===== config.mk =====
export PLATFORM = sky130hd
export DESIGN_NAME = multicycle_control
export DESIGN_NICKNAME = d
export VERILOG_FILES = /design/src/rtl/mc_ctrl_pkg.sv /design/src/rtl/mc_ctrl_outputs.sv /design/src/rtl/multicycle_control.sv
export SDC_FILE = /design/constraint.sdc
export NUM_CORES = 1
export LEC_CHECK = 0
export CAP_MARGIN = 25
export CELL_PAD_IN_SITES_DETAIL_PLACEMENT = 0
export CELL_PAD_IN_SITES_GLOBAL_PLACEMENT = 1
export CORE_MARGIN = 5
export CORE_UTILIZATION = 35
export CTS_CLUSTER_SIZE = 8
export DETAILED_ROUTE_END_ITERATION = 10
export PLACE_DENSITY_LB_ADDON = 0.1
export SYNTH_ARGS = -nofsm -noshare
export SYNTH_HDL_FRONTEND = slang
export SYNTH_SLANG_ARGS = --single-unit

===== constraint.sdc =====
create_clock -name clk -period 2.3 [get_ports clk]
set_input_delay 0.23 -clock clk [delete_from_list [all_inputs] [get_ports clk]]
set_output_delay 0.23 -clock clk [all_outputs]
set_load 0.1 [all_outputs]

===== src/rtl/mc_ctrl_pkg.sv =====
// Shared types and constants for the multi-cycle RV32I control FSM.
// Optional feature macro: MC_CTRL_TRAP_EN (adds the TRAP state).
package mc_ctrl_pkg;

  typedef enum logic [3:0] {
    RST      = 4'd0,
    FETCH    = 4'd1,
    DECODE   = 4'd2,
    MEM_ADDR = 4'd3,
    MEM_RD   = 4'd4,
    MEM_WB   = 4'd5,
    MEM_WR   = 4'd6,
    EXEC_R   = 4'd7,
    R_WB     = 4'd8,
    BRANCH   = 4'd9
`ifdef MC_CTRL_TRAP_EN
    , TRAP   = 4'd10
`endif
  } state_t;

  localparam logic [6:0] OP_LOAD   = 7'b0000011;
  localparam logic [6:0] OP_STORE  = 7'b0100011;
  localparam logic [6:0] OP_R      = 7'b0110011;
  localparam logic [6:0] OP_BRANCH = 7'b1100011;

  localparam logic [1:0] ALUOP_ADD   = 2'b00;
  localparam logic [1:0] ALUOP_SUB   = 2'b01;
  localparam logic [1:0] ALUOP_FUNCT = 2'b10;

  localparam logic [1:0] SRCB_RS2  = 2'b00;
  localparam logic [1:0] SRCB_FOUR = 2'b01;
  localparam logic [1:0] SRCB_IMM  = 2'b10;

endpackage


===== src/rtl/mc_ctrl_outputs.sv =====
// Combinational map from FSM state (plus mem_ready / zero) to datapath controls.
// Optional feature macro: MC_CTRL_TRAP_EN (drives illegal_instr in TRAP).
module mc_ctrl_outputs
  import mc_ctrl_pkg::*;
(
  input  state_t     state,
  input  logic       mem_ready,
  input  logic       zero,
  output logic       pc_write,
  output logic       ir_write,
  output logic       i_or_d,
  output logic       mem_read,
  output logic       mem_write,
  output logic       reg_write,
  output logic       mem_to_reg,
  output logic       alu_src_a,
  output logic [1:0] alu_src_b,
  output logic [1:0] alu_op,
  output logic       pc_src,
  output logic       illegal_instr
);

  // Per-state control decode; everything defaults to 0.
  always_comb begin
    pc_write      = 1'b0;
    ir_write      = 1'b0;
    i_or_d        = 1'b0;
    mem_read      = 1'b0;
    mem_write     = 1'b0;
    reg_write     = 1'b0;
    mem_to_reg    = 1'b0;
    alu_src_a     = 1'b0;
    alu_src_b     = SRCB_RS2;
    alu_op        = ALUOP_ADD;
    pc_src        = 1'b0;
    illegal_instr = 1'b0;
    case (state)
      FETCH: begin
        mem_read  = 1'b1;
        alu_src_b = SRCB_FOUR;
        ir_write  = mem_ready;
        pc_write  = mem_ready;
      end
      DECODE: begin
        alu_src_b = SRCB_IMM;
      end
      MEM_ADDR: begin
        alu_src_a = 1'b1;
        alu_src_b = SRCB_IMM;
      end
      MEM_RD: begin
        mem_read = 1'b1;
        i_or_d   = 1'b1;
      end
      MEM_WB: begin
        reg_write  = 1'b1;
        mem_to_reg = 1'b1;
      end
      MEM_WR: begin
        mem_write = 1'b1;
        i_or_d    = 1'b1;
      end
      EXEC_R: begin
        alu_src_a = 1'b1;
        alu_op    = ALUOP_FUNCT;
      end
      R_WB: begin
        reg_write = 1'b1;
      end
      BRANCH: begin
        alu_src_a = 1'b1;
        alu_op    = ALUOP_SUB;
        pc_src    = 1'b1;
        pc_write  = zero;
      end
`ifdef MC_CTRL_TRAP_EN
      TRAP: begin
        illegal_instr = 1'b1;
      end
`endif
      default: begin
      end
    endcase
  end

endmodule


===== src/rtl/multicycle_control.sv =====
// Main control FSM of the multi-cycle RV32I core: state register, next-state
// logic and retired-instruction counter. Outputs come from mc_ctrl_outputs.
// Optional feature macro: MC_CTRL_TRAP_EN (illegal opcodes trap instead of NOP).
module multicycle_control
  import mc_ctrl_pkg::*;
#(
  parameter int unsigned CNT_W = 32
) (
  input  logic             clk,
  input  logic             reset,
  input  logic [6:0]       opcode,
  input  logic             zero,
  input  logic             mem_ready,
  output logic             pc_write,
  output logic             ir_write,
  output logic             i_or_d,
  output logic             mem_read,
  output logic             mem_write,
  output logic             reg_write,
  output logic             mem_to_reg,
  output logic             alu_src_a,
  output logic [1:0]       alu_src_b,
  output logic [1:0]       alu_op,
  output logic             pc_src,
  output logic             illegal_instr,
  output logic [CNT_W-1:0] retired,
  output logic [3:0]       state_o
);

  state_t state;
  state_t state_next;
  logic   retire;

  // State register.
  always_ff @(posedge clk or posedge reset) begin
    if (reset) state <= RST;
    else       state <= state_next;
  end

  // Next-state selection and retire strobe.
  always_comb begin
    state_next = state;
    retire     = 1'b0;
    case (state)
      RST:      state_next = FETCH;
      FETCH:    if (mem_ready) state_next = DECODE;
      DECODE: begin
        if (opcode == OP_LOAD || opcode == OP_STORE) state_next = MEM_ADDR;
        else if (opcode == OP_R)                     state_next = EXEC_R;
        else if (opcode == OP_BRANCH)                state_next = BRANCH;
        else begin
`ifdef MC_CTRL_TRAP_EN
          state_next = TRAP;
`else
          state_next = FETCH;
          retire     = 1'b1;
`endif
        end
      end
      MEM_ADDR: state_next = (opcode == OP_STORE) ? MEM_WR : MEM_RD;
      MEM_RD:   if (mem_ready) state_next = MEM_WB;
      MEM_WB: begin
        state_next = FETCH;
        retire     = 1'b1;
      end
      MEM_WR: begin
        if (mem_ready) begin
          state_next = FETCH;
          retire     = 1'b1;
        end
      end
      EXEC_R:   state_next = R_WB;
      R_WB: begin
        state_next = FETCH;
        retire     = 1'b1;
      end
      BRANCH: begin
        state_next = FETCH;
        retire     = 1'b1;
      end
`ifdef MC_CTRL_TRAP_EN
      TRAP:     state_next = TRAP;
`endif
      default:  state_next = RST;
    endcase
  end

  // Retired-instruction counter, wraps naturally.
  always_ff @(posedge clk or posedge reset) begin
    if (reset)       retired <= '0;
    else if (retire) retired <= retired + CNT_W'(1);
  end

  assign state_o = state;

  mc_ctrl_outputs u_outputs (
    .state         (state),
    .mem_ready     (mem_ready),
    .zero          (zero),
    .pc_write      (pc_write),
    .ir_write      (ir_write),
    .i_or_d        (i_or_d),
    .mem_read      (mem_read),
    .mem_write     (mem_write),
    .reg_write     (reg_write),
    .mem_to_reg    (mem_to_reg),
    .alu_src_a     (alu_src_a),
    .alu_src_b     (alu_src_b),
    .alu_op        (alu_op),
    .pc_src        (pc_src),
    .illegal_instr (illegal_instr)
  );

endmodule

# == Word level (Yosys, flattened, before mapping) ==
# Cells that the tools add are included.
# totals
word_cells,53
register_bits,36
output_inout_bits,50
inputBits,11
# op_classes
n_addsub,1
n_mux,24
reduce_logical,10
eq_ne,16
# op_table
cell,n
$add 32x1->32 const B,1
$pmux 4 s7,1
$mux 4,6
$eq 4x3->1 const B,4
$eq 7x6->1 const B,2
$mux 1,12
$eq 4x2->1 const B,2
$eq 4x4->1 const B,2
$pmux 2 s2,2
$reduce_or 2->1,4
$eq 7x2->1 const B,1
$eq 7x7->1 const B,1
$ne 2x2->1 const B,3
$reduce_or 3->1,2
$eq 4x1->1 const B,1
$logic_not 4->1,1
$reduce_or 4->1,1
$pmux 1 s3,1
$reduce_and 3->1,1
$mux 2,1
$pmux 1 s2,1
$logic_or 1x1->1,1

# == Depth between registers and ports, before layout ==
# logic_depth
ltp_word,5
mapped_depth,7

# == Cells and area by module ==
# Synthesis repeated with hierarchy kept, for this count alone.
# unflattened
hier_cells,210
hier_area_um2,2074.5
# modules_own_cells
module,area_each_um2,cells_per_inst,instances
multicycle_control,1898.1,186,1
mc_ctrl_outputs,176.4,24,1

# == Worst setup path before layout ==
# No wires, ideal clock.
# synth_path
path_kind,flip-flop to output port
startpoint,"register state[3], in the netlist state_o[3]"
endpoint,output alu_src_a
slack_ns,-1.626
path_stages_with_launch,4
arrival_time_ns,3.696
required_time_ns,2.070
cell_sequence,dfrtp_1 -> buf_6 -> or3b_1 -> a21boi_0
# synth_via
elab_chain_len,3
# synth_rtl
element,line_no,text
from (decl),multicycle_control.sv:30,state_t state;
from (signal assigned),multicycle_control.sv:37,else state <= state_next;
$eq 4x2->1 (tied with other cells),mc_ctrl_outputs.sv:37,case (state)
$reduce_or 3->1 (no line) *,n/a,
$mux 1 *,mc_ctrl_outputs.sv:37,
to (decl),multicycle_control.sv:21,"output logic alu_src_a,"
# Mark *: on every way between the ends. The rest lies on a longest branch, timed or not.

# == Final worst setup path ==
# layout_path
startpoint,"register state[3], in the netlist state_o[3]"
endpoint,register retired[20]
# layout_via
elab_chain_len,3
# layout_rtl
element,line_no,text
$eq 4x4->1 / $eq 4x3->1 (equally long branches),multicycle_control.sv:44,case (state)
$reduce_or 3->1 (no line),n/a,
$pmux 1 s3 *,multicycle_control.sv:44,
to (signal assigned),multicycle_control.sv:91,else if (retire) retired <= retired + CNT_W'(1);
to (decl),multicycle_control.sv:26,"output logic [CNT_W-1:0] retired,"
# Marked as above.
# A chain may end at the register's enable or synchronous reset.

==> impl_metrics.csv <==
group,metric,value,unit
setup_path,r2r_cells,5,
grt,grt_max_degree,37,
setup_path,crit_required,2.47,ns
clock_network,clk_root_buffer_cell,"clkbuf_8",
power,leakage,1.146,nW
clock_network,numClockSinks,36,
clock_network,post_cts_buffers,0,
yosys,synth_area_leaders,"dfrtp_1 45%, xnor2_1 9.1%, nand4_1 5.9%, xor2_1 4.3%, nand2_1 3.3%",
yosys,synth_edf_count,0,
setup_path,reg2reg_to,"retired[20]$_DFFE_PP0P_",
setup_path,cp-end-kind,"flip-flop",
clock_network,htree_levels,2,
routing,routed_wl,4895,microns
routing,dr.pass1.iters,4,
setup_path,crit_arrival,2.16,ns
grt,antenna_found_initial,0,
grt,overflow,0,
yosys,syn_nets,208,
sta,drv_slew,0,
placed_design,gp_congestion,0.7061,
clock_network,clock_path_buffers,2,
clock_network,cts_tree,"done",
floorplan,ioPinCount,61,
setup_path,path_buf_inv,0,
sta,tns,0,ns
setup_path,startpoint_type,"flip-flop",
min_path,hold_class,"in -> async",
sta,finalCritPeriodShare,86.42,%
finish,design_area,2838,sq um
setup_path,cp_max_fo,21,
yosys,synth_cells,196,
floorplan,core_area,5540,sq um
placed_design,place_area,2753,sq um
yosys,syn_area_per_cell,10.30,sq um
routing,dr.first_iter.drc_count,72,
clock_network,ctsResizeCount,0,
placed_design,preCtsSetupSlack,0.1680,ns
finish,layout-drive-gt1-share,36.05,%
sta,fin_ws,0.3123,ns
clock_network,postCtsHoldBufs,0,
placed_design,portBuffers,59,
setup_path,path_class,"reg -> reg",
yosys,synth_top_area_share,44.64,%
setup_path,path_delay_family,"compound AO/OA/AOI/OAI gates",
routing,via_per_inst,5.030,
yosys,synth.most_common_cell,"dfrtp_1",
placed_design,post-dp-hpwl,3601,microns
yosys,synth_largest_area_cell,"dfrtp_1",
routing,wl_per_cell,14.83,microns
sta,fin_hold_ws,0.3600,ns
clock_network,clk_pin_slew,0.07,ns
power,powerDensity,1223,nW/um^2
setup_path,max_stage_delay,0.55,ns
finish,antenna_cells,0,
finish,final_nets,269,
grt,grt_pass1_wl,8286,microns
yosys,ys_warn_count,0,
floorplan,die_h,85.94,microns
grt,grt_usage,13.79,%
routing,drtAntennaViolNets,0,
run_status,status,"finished clean",
sta,min_period,1.988,ns
yosys,yosys-top-cells-count,"36 x dfrtp_1, 21 x xnor2_1, 19 x nand4_1, 18 x nand2_1, 14 x nor2_1",
yosys,async_flop_share,100.0,%
floorplan,die-width,85.94,microns
power,vdd_drop_max,1.059,mV
grt,grt_pass1_vias,1663,
sta,skew,0.006505,ns
finish,syn_to_final_growth,40.61,%
setup_path,r2r_slack,0.31,ns
clock_network,cts_buffers,5,
clock_network,clk_latency,0.28,ns
sta,hold_viol_final,0,
setup_path,crit_slowest_cell,"dfrtp_4",
setup_path,rr_startpoint,"state_o[3]$_DFFE_PP0P_",
floorplan,placementRows,27,
setup_path,critical_path_depth,5,
routing,route.detailed.drc,0,
job,drv_cap,0,
yosys,syn_area,2018,sq um
floorplan,initial_core_util,36.43,%
sta,rsz0062_at_grt,"false",
routing,vias,1660,
yosys,ys.flop_type,"dfrtp_1",
setup_path,worstPathCellList,"nand2b_4 -> o311ai_2 -> a21o_2 -> nand4_1 -> xnor2_1",
yosys,ys_types,43,
yosys,ys_ff_latch,36,
setup_path,startpoint,"state_o[3]$_DFFE_PP0P_",
yosys,yosysSeqAreaShare,44.64,%
floorplan,die_area,7385,sq um
sta,setup_viol_count_final,0,
setup_path,crit_end,"retired[20]$_DFFE_PP0P_",
finish,fill_cells,555,
sta,fmax,503.1,MHz
-- layout make-up --
cell class	count	area [sq um]	area share [%]
Tap cell	72	90.09	3.175
Sequential cell	36	913.4	32.19
Multi-Input combinational cell	144	1060	37.35
Clock buffer	7	76.32	2.690
Clock inverter	1	8.758	0.3086
Inverter	4	18.77	0.6614
Timing Repair Buffer	66	670.6	23.63
-- cells by family after synthesis --
kind of cell               share of synthesized area (%)
and+or+nand+nor                                    28.70
DFF                                                44.64
xor gates and xnor gates                           13.45
AOI/OAI and AO/OA                                  7.316
buffers and inverters                              5.083
adders and majority gates                         0.6199
other                                             0.1858
-- power by group --
part	internal, W	leakage [nW]	switching, W
Sequential	0.000716	0.435	0.000170
Clock	0.000216	0.0424	0.000226
Combinational	0.000617	0.669	0.00153
Total	0.00155	1.15	0.00192
-- through the flow --
stage	utilization [%]	power, W	instances
CTS	51.22	0.003513	330
detailed placement	49.68	0.003060	322
global placement	49.68	0.003062	322
floorplan	-	0.002483	196
finish	51.22	0.003471	330
global route	51.22	0.003618	330
-- flip-flops by register name, summed over array words and instances (netlist names) --
register,cells
state_o,4
retired,32
-- cell usage in the layout, fill, tap and decap left out, types with 4 or more instances in the layout --
master,instances
buf_4,44
xor2_1,10
xnor2_1,21
clkbuf_8,5
and4_1,4
nand3_1,8
dfrtp_2,7
clkdlybuf4s50_1,10
nand2_1,18
o21ai_0,5
dfrtp_1,28
nand4_1,19
buf_12,12
nor2_1,13
-- worst register-to-register path, cell delays in order (launching register included) --
cell	delay, ns
dfrtp_4	0.55
nand2b_4	0.20
o311ai_2	0.38
a21o_2	0.40
nand4_1	0.18
xnor2_1	0.16
-- worst min path at each step --
stage | startpoint | to | slack (ns) | cells after the start
6_report | reset | retired[14]$_DFFE_PP0P_ | 0.36 | 3
5_1_grt | reset | retired[14]$_DFFE_PP0P_ | 0.44 | 3
4_1_cts | reset | retired[3]$_DFFE_PP0P_ | 0.38 | 3
3_5_place_dp | retired[31]$_DFFE_PP0P_ | retired[31]$_DFFE_PP0P_ | 0.47 | 1
3_3_place_gp | retired[31]$_DFFE_PP0P_ | retired[31]$_DFFE_PP0P_ | 0.46 | 1
2_1_floorplan | mem_ready | state_o[1]$_DFFE_PP0P_ | 0.34 | 1
-- metal layers --
layer,part of all wire [%],GRT usage (%),vias up
met4,0.51,3.453,0
met2,44,21.02,53
met3,7.0,4.227,2
li1,-,-,815
met1,49,19.01,790
met5,0,0,-
No activity file was read; power rests on OpenSTA's default activity.
